[src/rtl/bp_me_mem_fwd_arbiter_pkg.sv]
// Shared helpers for the BedRock memory forward arbiter: counter sizing and lce_id extraction.
package bp_me_mem_fwd_arbiter_pkg;

    localparam int unsigned MaxHdrW = 512;

    function automatic int unsigned ctr_width(input int unsigned max_val);
        return (max_val < 1) ? 1 : $clog2(max_val + 1);
    endfunction

    function automatic logic [31:0] lce_id_field(input logic [MaxHdrW-1:0] hdr,
                                                 input int unsigned offset,
                                                 input int unsigned width);
        logic [MaxHdrW-1:0] shifted;
        logic [31:0]        mask;
        shifted = hdr >> offset;
        mask    = (width >= 32) ? '1 : ((32'd1 << width) - 32'd1);
        return shifted[31:0] & mask;
    endfunction

endpackage

[src/rtl/bp_me_rr_lock_arb.sv]
// Round-robin arbiter that holds its grant across a multi-beat message and
// advances its pointer past the winner once the last beat is accepted.
module bp_me_rr_lock_arb #(
    parameter int unsigned NumReq = 3,
    parameter int unsigned IdxW   = (NumReq > 1) ? $clog2(NumReq) : 1
) (
    input  logic            clk_i,
    input  logic            reset_i,
    input  logic [NumReq-1:0] i_eligible,
    input  logic            i_handshake,
    input  logic            i_last,
    output logic [IdxW-1:0] o_grant,
    output logic            o_grant_v
);

    logic [IdxW-1:0] r_ptr;
    logic [IdxW-1:0] r_idx;
    logic            r_lock;
    logic [IdxW-1:0] w_pick;
    logic            w_found;

    always_comb begin
        w_pick  = r_ptr;
        w_found = 1'b0;
        for (int unsigned k = 0; k < NumReq; k++) begin
            int unsigned p;
            p = 32'(r_ptr) + k;
            if (p >= NumReq) p = p - NumReq;
            if (!w_found && i_eligible[p[IdxW-1:0]]) begin
                w_found = 1'b1;
                w_pick  = p[IdxW-1:0];
            end
        end
    end

    // While locked the held index wins regardless of eligibility.
    assign o_grant   = r_lock ? r_idx : w_pick;
    assign o_grant_v = r_lock | w_found;

    always_ff @(posedge clk_i) begin
        if (reset_i) begin
            r_ptr  <= '0;
            r_idx  <= '0;
            r_lock <= 1'b0;
        end else if (i_handshake) begin
            if (i_last) begin
                r_lock <= 1'b0;
                r_ptr  <= (o_grant == IdxW'(NumReq - 1)) ? '0 : o_grant + 1'b1;
            end else begin
                r_lock <= 1'b1;
                r_idx  <= o_grant;
            end
        end
    end

endmodule

[src/rtl/bp_me_mem_fwd_arbiter.sv]
// Shares one BedRock memory stream port among several requesters: round-robin forward
// arbitration, lce_id-routed reverse path and per-requester outstanding-message credits.
module bp_me_mem_fwd_arbiter
    import bp_me_mem_fwd_arbiter_pkg::*;
#(
    parameter int unsigned num_req_p         = 3,
    parameter int unsigned header_width_p    = 64,
    parameter int unsigned data_width_p      = 64,
    parameter int unsigned lce_id_width_p    = 4,
    parameter int unsigned lce_id_offset_p   = 0,
    parameter int unsigned max_outstanding_p = 4
) (
    input  logic                                clk_i,
    input  logic                                reset_i,
    input  logic [num_req_p*lce_id_width_p-1:0] lce_id_i,
    input  logic [num_req_p*header_width_p-1:0] req_fwd_header_i,
    input  logic [num_req_p*data_width_p-1:0]   req_fwd_data_i,
    input  logic [num_req_p-1:0]                req_fwd_last_i,
    input  logic [num_req_p-1:0]                req_fwd_v_i,
    output logic [num_req_p-1:0]                req_fwd_ready_and_o,
    output logic [num_req_p*header_width_p-1:0] req_rev_header_o,
    output logic [num_req_p*data_width_p-1:0]   req_rev_data_o,
    output logic [num_req_p-1:0]                req_rev_v_o,
    input  logic [num_req_p-1:0]                req_rev_ready_and_i,
    output logic [num_req_p-1:0]                credits_full_o,
    output logic [num_req_p-1:0]                credits_empty_o,
    output logic [header_width_p-1:0]           mem_fwd_header_o,
    output logic [data_width_p-1:0]             mem_fwd_data_o,
    output logic                                mem_fwd_last_o,
    output logic                                mem_fwd_v_o,
    input  logic                                mem_fwd_ready_and_i,
    input  logic [header_width_p-1:0]           mem_rev_header_i,
    input  logic [data_width_p-1:0]             mem_rev_data_i,
    input  logic                                mem_rev_last_i,
    input  logic                                mem_rev_v_i,
    output logic                                mem_rev_ready_and_o,
    output logic                                rev_err_o
);

    localparam int unsigned CntW = ctr_width(max_outstanding_p);
    localparam int unsigned IdxW = (num_req_p > 1) ? $clog2(num_req_p) : 1;

    logic [header_width_p-1:0] w_fwd_hdr  [num_req_p];
    logic [data_width_p-1:0]   w_fwd_data [num_req_p];
    logic [lce_id_width_p-1:0] w_lce_id   [num_req_p];
    logic [CntW-1:0]           r_cnt      [num_req_p];
    logic [num_req_p-1:0]      w_elig;
    logic [num_req_p-1:0]      w_inc;
    logic [num_req_p-1:0]      w_dec;

    logic [IdxW-1:0] w_grant;
    logic            w_grant_v;
    logic            w_fwd_hs;

    logic [lce_id_width_p-1:0] w_rev_lce;
    logic [IdxW-1:0]           w_match;
    logic                      w_match_v;
    logic [IdxW-1:0]           w_rev_tgt;
    logic                      w_rev_hit;
    logic                      w_rev_hs;
    logic                      r_rev_lock;
    logic                      r_rev_hit;
    logic [IdxW-1:0]           r_rev_idx;
    logic                      r_rev_err;

    for (genvar i = 0; i < num_req_p; i++) begin : g_port
        assign w_fwd_hdr[i]  = req_fwd_header_i[i*header_width_p +: header_width_p];
        assign w_fwd_data[i] = req_fwd_data_i[i*data_width_p +: data_width_p];
        assign w_lce_id[i]   = lce_id_i[i*lce_id_width_p +: lce_id_width_p];
        assign w_elig[i]     = req_fwd_v_i[i] && (r_cnt[i] < CntW'(max_outstanding_p));

        assign w_inc[i] = w_fwd_hs & mem_fwd_last_o & (w_grant == IdxW'(i));
        assign w_dec[i] = w_rev_hs & mem_rev_last_i & w_rev_hit & (w_rev_tgt == IdxW'(i));

        always_ff @(posedge clk_i) begin
            if (reset_i) begin
                r_cnt[i] <= '0;
            end else if (w_inc[i] && !w_dec[i]) begin
                r_cnt[i] <= r_cnt[i] + 1'b1;
            end else if (w_dec[i] && !w_inc[i] && (r_cnt[i] != '0)) begin
                r_cnt[i] <= r_cnt[i] - 1'b1;
            end
        end

        assign credits_full_o[i]  = (r_cnt[i] == CntW'(max_outstanding_p));
        assign credits_empty_o[i] = (r_cnt[i] == '0);

        // A response for a requester with nothing outstanding is a protocol error.
        assert property (@(posedge clk_i) disable iff (reset_i)
                         !(w_dec[i] && !w_inc[i] && (r_cnt[i] == '0)));
    end

    bp_me_rr_lock_arb #(
        .NumReq (num_req_p),
        .IdxW   (IdxW)
    ) u_fwd_arb (
        .clk_i       (clk_i),
        .reset_i     (reset_i),
        .i_eligible  (w_elig),
        .i_handshake (w_fwd_hs),
        .i_last      (mem_fwd_last_o),
        .o_grant     (w_grant),
        .o_grant_v   (w_grant_v)
    );

    assign mem_fwd_header_o = w_fwd_hdr[w_grant];
    assign mem_fwd_data_o   = w_fwd_data[w_grant];
    assign mem_fwd_last_o   = req_fwd_last_i[w_grant];
    assign mem_fwd_v_o      = w_grant_v & req_fwd_v_i[w_grant];
    assign w_fwd_hs         = mem_fwd_v_o & mem_fwd_ready_and_i;

    always_comb begin
        req_fwd_ready_and_o = '0;
        if (w_grant_v) req_fwd_ready_and_o[w_grant] = mem_fwd_ready_and_i;
    end

    assign w_rev_lce = lce_id_width_p'(lce_id_field(MaxHdrW'(mem_rev_header_i),
                                                    lce_id_offset_p, lce_id_width_p));

    // Lowest index wins when several ports share an lce_id.
    always_comb begin
        w_match_v = 1'b0;
        w_match   = '0;
        for (int unsigned i = 0; i < num_req_p; i++) begin
            if (!w_match_v && (w_lce_id[i] == w_rev_lce)) begin
                w_match_v = 1'b1;
                w_match   = IdxW'(i);
            end
        end
    end

    assign w_rev_tgt = r_rev_lock ? r_rev_idx : w_match;
    assign w_rev_hit = r_rev_lock ? r_rev_hit : w_match_v;

    always_comb begin
        req_rev_v_o = '0;
        if (w_rev_hit) req_rev_v_o[w_rev_tgt] = mem_rev_v_i;
    end

    assign req_rev_header_o    = {num_req_p{mem_rev_header_i}};
    assign req_rev_data_o      = {num_req_p{mem_rev_data_i}};
    assign mem_rev_ready_and_o = w_rev_hit ? req_rev_ready_and_i[w_rev_tgt] : 1'b1;
    assign w_rev_hs            = mem_rev_v_i & mem_rev_ready_and_o;
    assign rev_err_o           = r_rev_err;

    always_ff @(posedge clk_i) begin
        if (reset_i) begin
            r_rev_lock <= 1'b0;
            r_rev_hit  <= 1'b0;
            r_rev_idx  <= '0;
            r_rev_err  <= 1'b0;
        end else if (w_rev_hs) begin
            r_rev_lock <= !mem_rev_last_i;
            r_rev_hit  <= w_rev_hit;
            r_rev_idx  <= w_rev_tgt;
            if (!w_rev_hit) r_rev_err <= 1'b1;
        end
    end

endmodule
[config.mk]
export PLATFORM = sky130hd
export DESIGN_NAME = bp_me_mem_fwd_arbiter
export DESIGN_NICKNAME = d
export VERILOG_FILES = /design/src/rtl/bp_me_mem_fwd_arbiter_pkg.sv /design/src/rtl/bp_me_rr_lock_arb.sv /design/src/rtl/bp_me_mem_fwd_arbiter.sv
export SDC_FILE = /design/constraint.sdc
export NUM_CORES = 1
export LEC_CHECK = 0
export CAP_MARGIN = 10
export CORE_AREA = 4 4 410 412
export CTS_BUF_LIST = sky130_fd_sc_hd__clkbuf_4
export DETAILED_ROUTE_END_ITERATION = 7
export DIE_AREA = 0 0 414 416
export MAX_ROUTING_LAYER = met4
export PLACE_DENSITY_LB_ADDON = 0.15
export SLEW_MARGIN = 20
export SYNTH_ARGS = -nofsm -noshare
export SYNTH_HDL_FRONTEND = slang
export SYNTH_SLANG_ARGS = --single-unit
[constraint.sdc]
create_clock -name clk_i -period 4.66 [get_ports clk_i]
set_input_delay 0.466 -clock clk_i [delete_from_list [all_inputs] [get_ports clk_i]]
set_output_delay 0.466 -clock clk_i [all_outputs]
set_load 0.02 [all_outputs]
==> impl_metrics.ini <==
[pwr]
leakagePower_nw = 4.13
comb_power_share = 0.927
p_switching_mw = 2.14
clkPwrFrac = 0.024
seq_power_share = 0.050
p_total_mw = 4.13
swShare = 0.518
irDropWorstVdd_uv = 146
power.density_nw_per_um2 = 308
p_int_mw = 1.99

[detailed_routing]
via_per_inst = 2.23
dr.pass1.iters = 5
drc = 0
ant_nets = 0
avgRoutedWirePerCell_um = 18.8
drt_iter0_markers = 340
vias = 7608
routed_wl_um = 64100

[cts]
cts_inserted_buffers = 3
clkLatencyLatePin_ns = 0.34
cts.clk_slew.worst_paths_ns = 0.15
holdBufCountCts = 0
cts_tree = yes
clk_root_buffer_cell = clkbuf_4
cts.sinks = 19
h-tree-depth = 1
cts_buffer_depth = 2

[timing]
max_slew_margin = 0.447
finalCritPeriodShare = 0.958
slew_viol_final = 0
fin_crit_ns = 4.46
fmax_mhz = 224
hold_viol = 0
worst_pin_slew_ns = 0.821
fin_ws_ns = 0.195
finClkSkew_ns = 0.0272
setup_violations = 0
rsz0062_at_grt = no
finalSetupTns_ns = 0

[cells_and_area]
fillers = 19300
final_util = 0.0815
nets = 1761
drive_gt1_frac = 0.0759
area_growth_pct = 82.2

[outcome]
status = completed

[logic_synthesis]
yosysWarnings = 0
synthArstFlopShare = 0
synthesis.area_sq_um = 7350
ys.flop_type = dfxtp_1
synth_cell_types = 62
synth_edf_count = 9
synth_common_cells = buf_4 (384), nand2_1 (145), mux2i_1 (133)
synthCells = 1030
yosysMostFrequentCell = buf_4
synth_area_per_cell_sq_um = 7.14
synth_largest_area_cell = buf_4
yosysTopAreaCellShare = 0.392
synth_area_leaders = buf_4 (39%), mux2i_1 (18%), o21ai_0 (8.9%), nand2_1 (7.4%), edfxtp_1 (3.7%)
syn-num-nets = 1578
synth-seq-area-share = 0.0640
ys_ff_latch = 19

[critical_path]
cp_max_fo = 29
crit_required_ns = 4.19
endpoint_kind = output pin
worst-setup-path-type = reg -> out
crit_arrival_ns = 4.00
start_kind = flop

[floorplan]
die_w_um = 414
rows = 149
core_area_sq_um = 164000
dieArea_sq_um = 172000
ios = 1066
die_y_um = 416
initial_core_util = 0.0447

[global_route]
antenna_found_initial = 12
grt_max_degree = 65
grt-ovfl-total = 0
grt.busiest_layer = met2
met2_usage = 0.110
grt_usage = 0.0714
grt_util_met1 = 0.0709
grt_pass1_vias = 8385
use_met3 = 0.0577
grt_pass1_wl_um = 81700

[hold_path]
min_path_type = reg -> reg

[placed_design]
dpl_worst_slack_ns = 0.107
place_congestion = 0.884
hpwlAfterDp_um = 57600
port_buffers = 569

[flow_run]
drv_cap = 0
metal layers:
layer,share of wire,up-vias,wire [um]
li1,-,3492,-
met1,0.35,3457,22400
met2,0.46,610,29600
met3,0.17,49,11200
met4,0.015,0,978
met5,0,-,0
layout by cell type (no fill, tap or decap), types with 2 or more instances in the layout:
master           synthesis  routed
a21o_1                   3       3
a21oi_1                  6       5
a22oi_1                  2       2
a41oi_1                  2       2
and2_1                   2       2
and4_1                   4       4
and4bb_1                 3       3
buf_12                   0      25
buf_4                  384      35
clkbuf_4                 0       3
clkdlybuf4s50_1          0     544
dfxtp_1                 10      10
diode_2                  0      12
dlymetal6s2s_1           0       3
edfxtp_1                 9       9
ha_1                     9       8
inv_1                   16      16
mux2_2                   4       4
mux2i_1                133     130
mux2i_2                  0       3
nand2_1                145     145
nand2b_1                 5       5
nand3_1                  4       4
nand4_1                  5       5
nor2_1                  20      19
nor2b_1                  6       6
nor3_1                   7       7
nor3_2                   2       2
nor3b_1                  2       2
nor4_1                   5       5
o21ai_0                131     131
o311ai_0                 3       3
o31ai_1                  5       5
o41a_1                   2       2
o41ai_1                  2       2
or2_2                    2       2
or3_1                    3       3
or4_1                    6       6
xnor2_1                 13      13
metrics by stage:
stage,std cells,instance area [sq um],hold slack (ns)
2_1_floorplan,1030,7350,0.461
3_3_place_gp,3396,13300,0.464
3_5_place_dp,3396,13300,0.482
4_1_cts,3400,13300,0.510
5_1_grt,3410,13400,0.537
6_report,3413,13400,0.496
flip-flops by register name (all words and copies together) (netlist names):
register / flops
r_rev_idx: 2
u_fwd_arb.r_idx: 2
u_fwd_arb.r_ptr: 2
r_rev_hit: 1
rev_err_o: 1
r_rev_lock: 1
u_fwd_arb.r_lock: 1
r_cnt: 9
critical path, stage by stage, from the launching register on:
cell	delay, ns
dfxtp_1	0.48
inv_1	0.11
ha_1	0.28
and4bb_1	0.43
nor3b_1	0.08
a211o_1	0.33
o21ai_4	0.23
buf_12	0.16
buf_12	0.22
buf_4	0.21
mux2i_1	0.08
o21ai_0	0.27
clkdlybuf4s50_1	0.68
logic make-up (layout without fill, tap and decap cells):
logic type,count (synthesis),in the layout,share of synthesized area
buf+inv,448,630,0.427
compound gates,173,173,0.140
flops,19,19,0.0640
xor+xnor,13,13,0.0155
other cells,0,12,0
simple gates,230,230,0.148
fa+ha+maj,10,10,0.0180
mux,137,137,0.187
area by class of cell:
class / count / area [sq um] / share of cell area
inverter: 17 / 63.8 / 0.00476
multi-input combinational: 563 / 3790 / 0.283
timing repair buffer: 609 / 6270 / 0.468
tap: 2189 / 2740 / 0.204
clock buffer: 3 / 22.5 / 0.00168
clock inverter: 1 / 5.00 / 0.000374
antenna: 12 / 30.0 / 0.00224
sequential: 19 / 470 / 0.0351
power by group through the flow:
stage	Clock [mW]	Combinational (mW)	Sequential, mW
CTS	0.106	3.91	0.205
global placement	0	3.92	0.209
detailed placement	0	3.89	0.209
global route	0.109	4.09	0.209
floorplan	0	2.09	0.203
finish	0.0974	3.83	0.206
worst paths after layout:
path	from	to	slack [ns]	depth (start not counted)
worst max-delay path	u_fwd_arb.r_ptr[1]$_SDFFE_PP0N_	mem_fwd_data_o[41]	0.20	12
worst min register to register	rev_err_o$_SDFFE_PP0P_	rev_err_o$_SDFFE_PP0P_	0.50	2
worst min-delay path	rev_err_o$_SDFFE_PP0P_	rev_err_o$_SDFFE_PP0P_	0.50	2
worst max register to register	u_fwd_arb.r_ptr[0]$_SDFFE_PP0N_	r_cnt[2][2]$_SDFFCE_PN0P_	0.71	12
timing repair:
action / in CTS / in global routing
setup buffers: 0 / 1
pin swaps: 0 / 2
resized for setup: 3 / 11
cloned: 0 / 0
endpoints found under the setup margin: 3 / 83
Power figures use the tool's default switching activity.
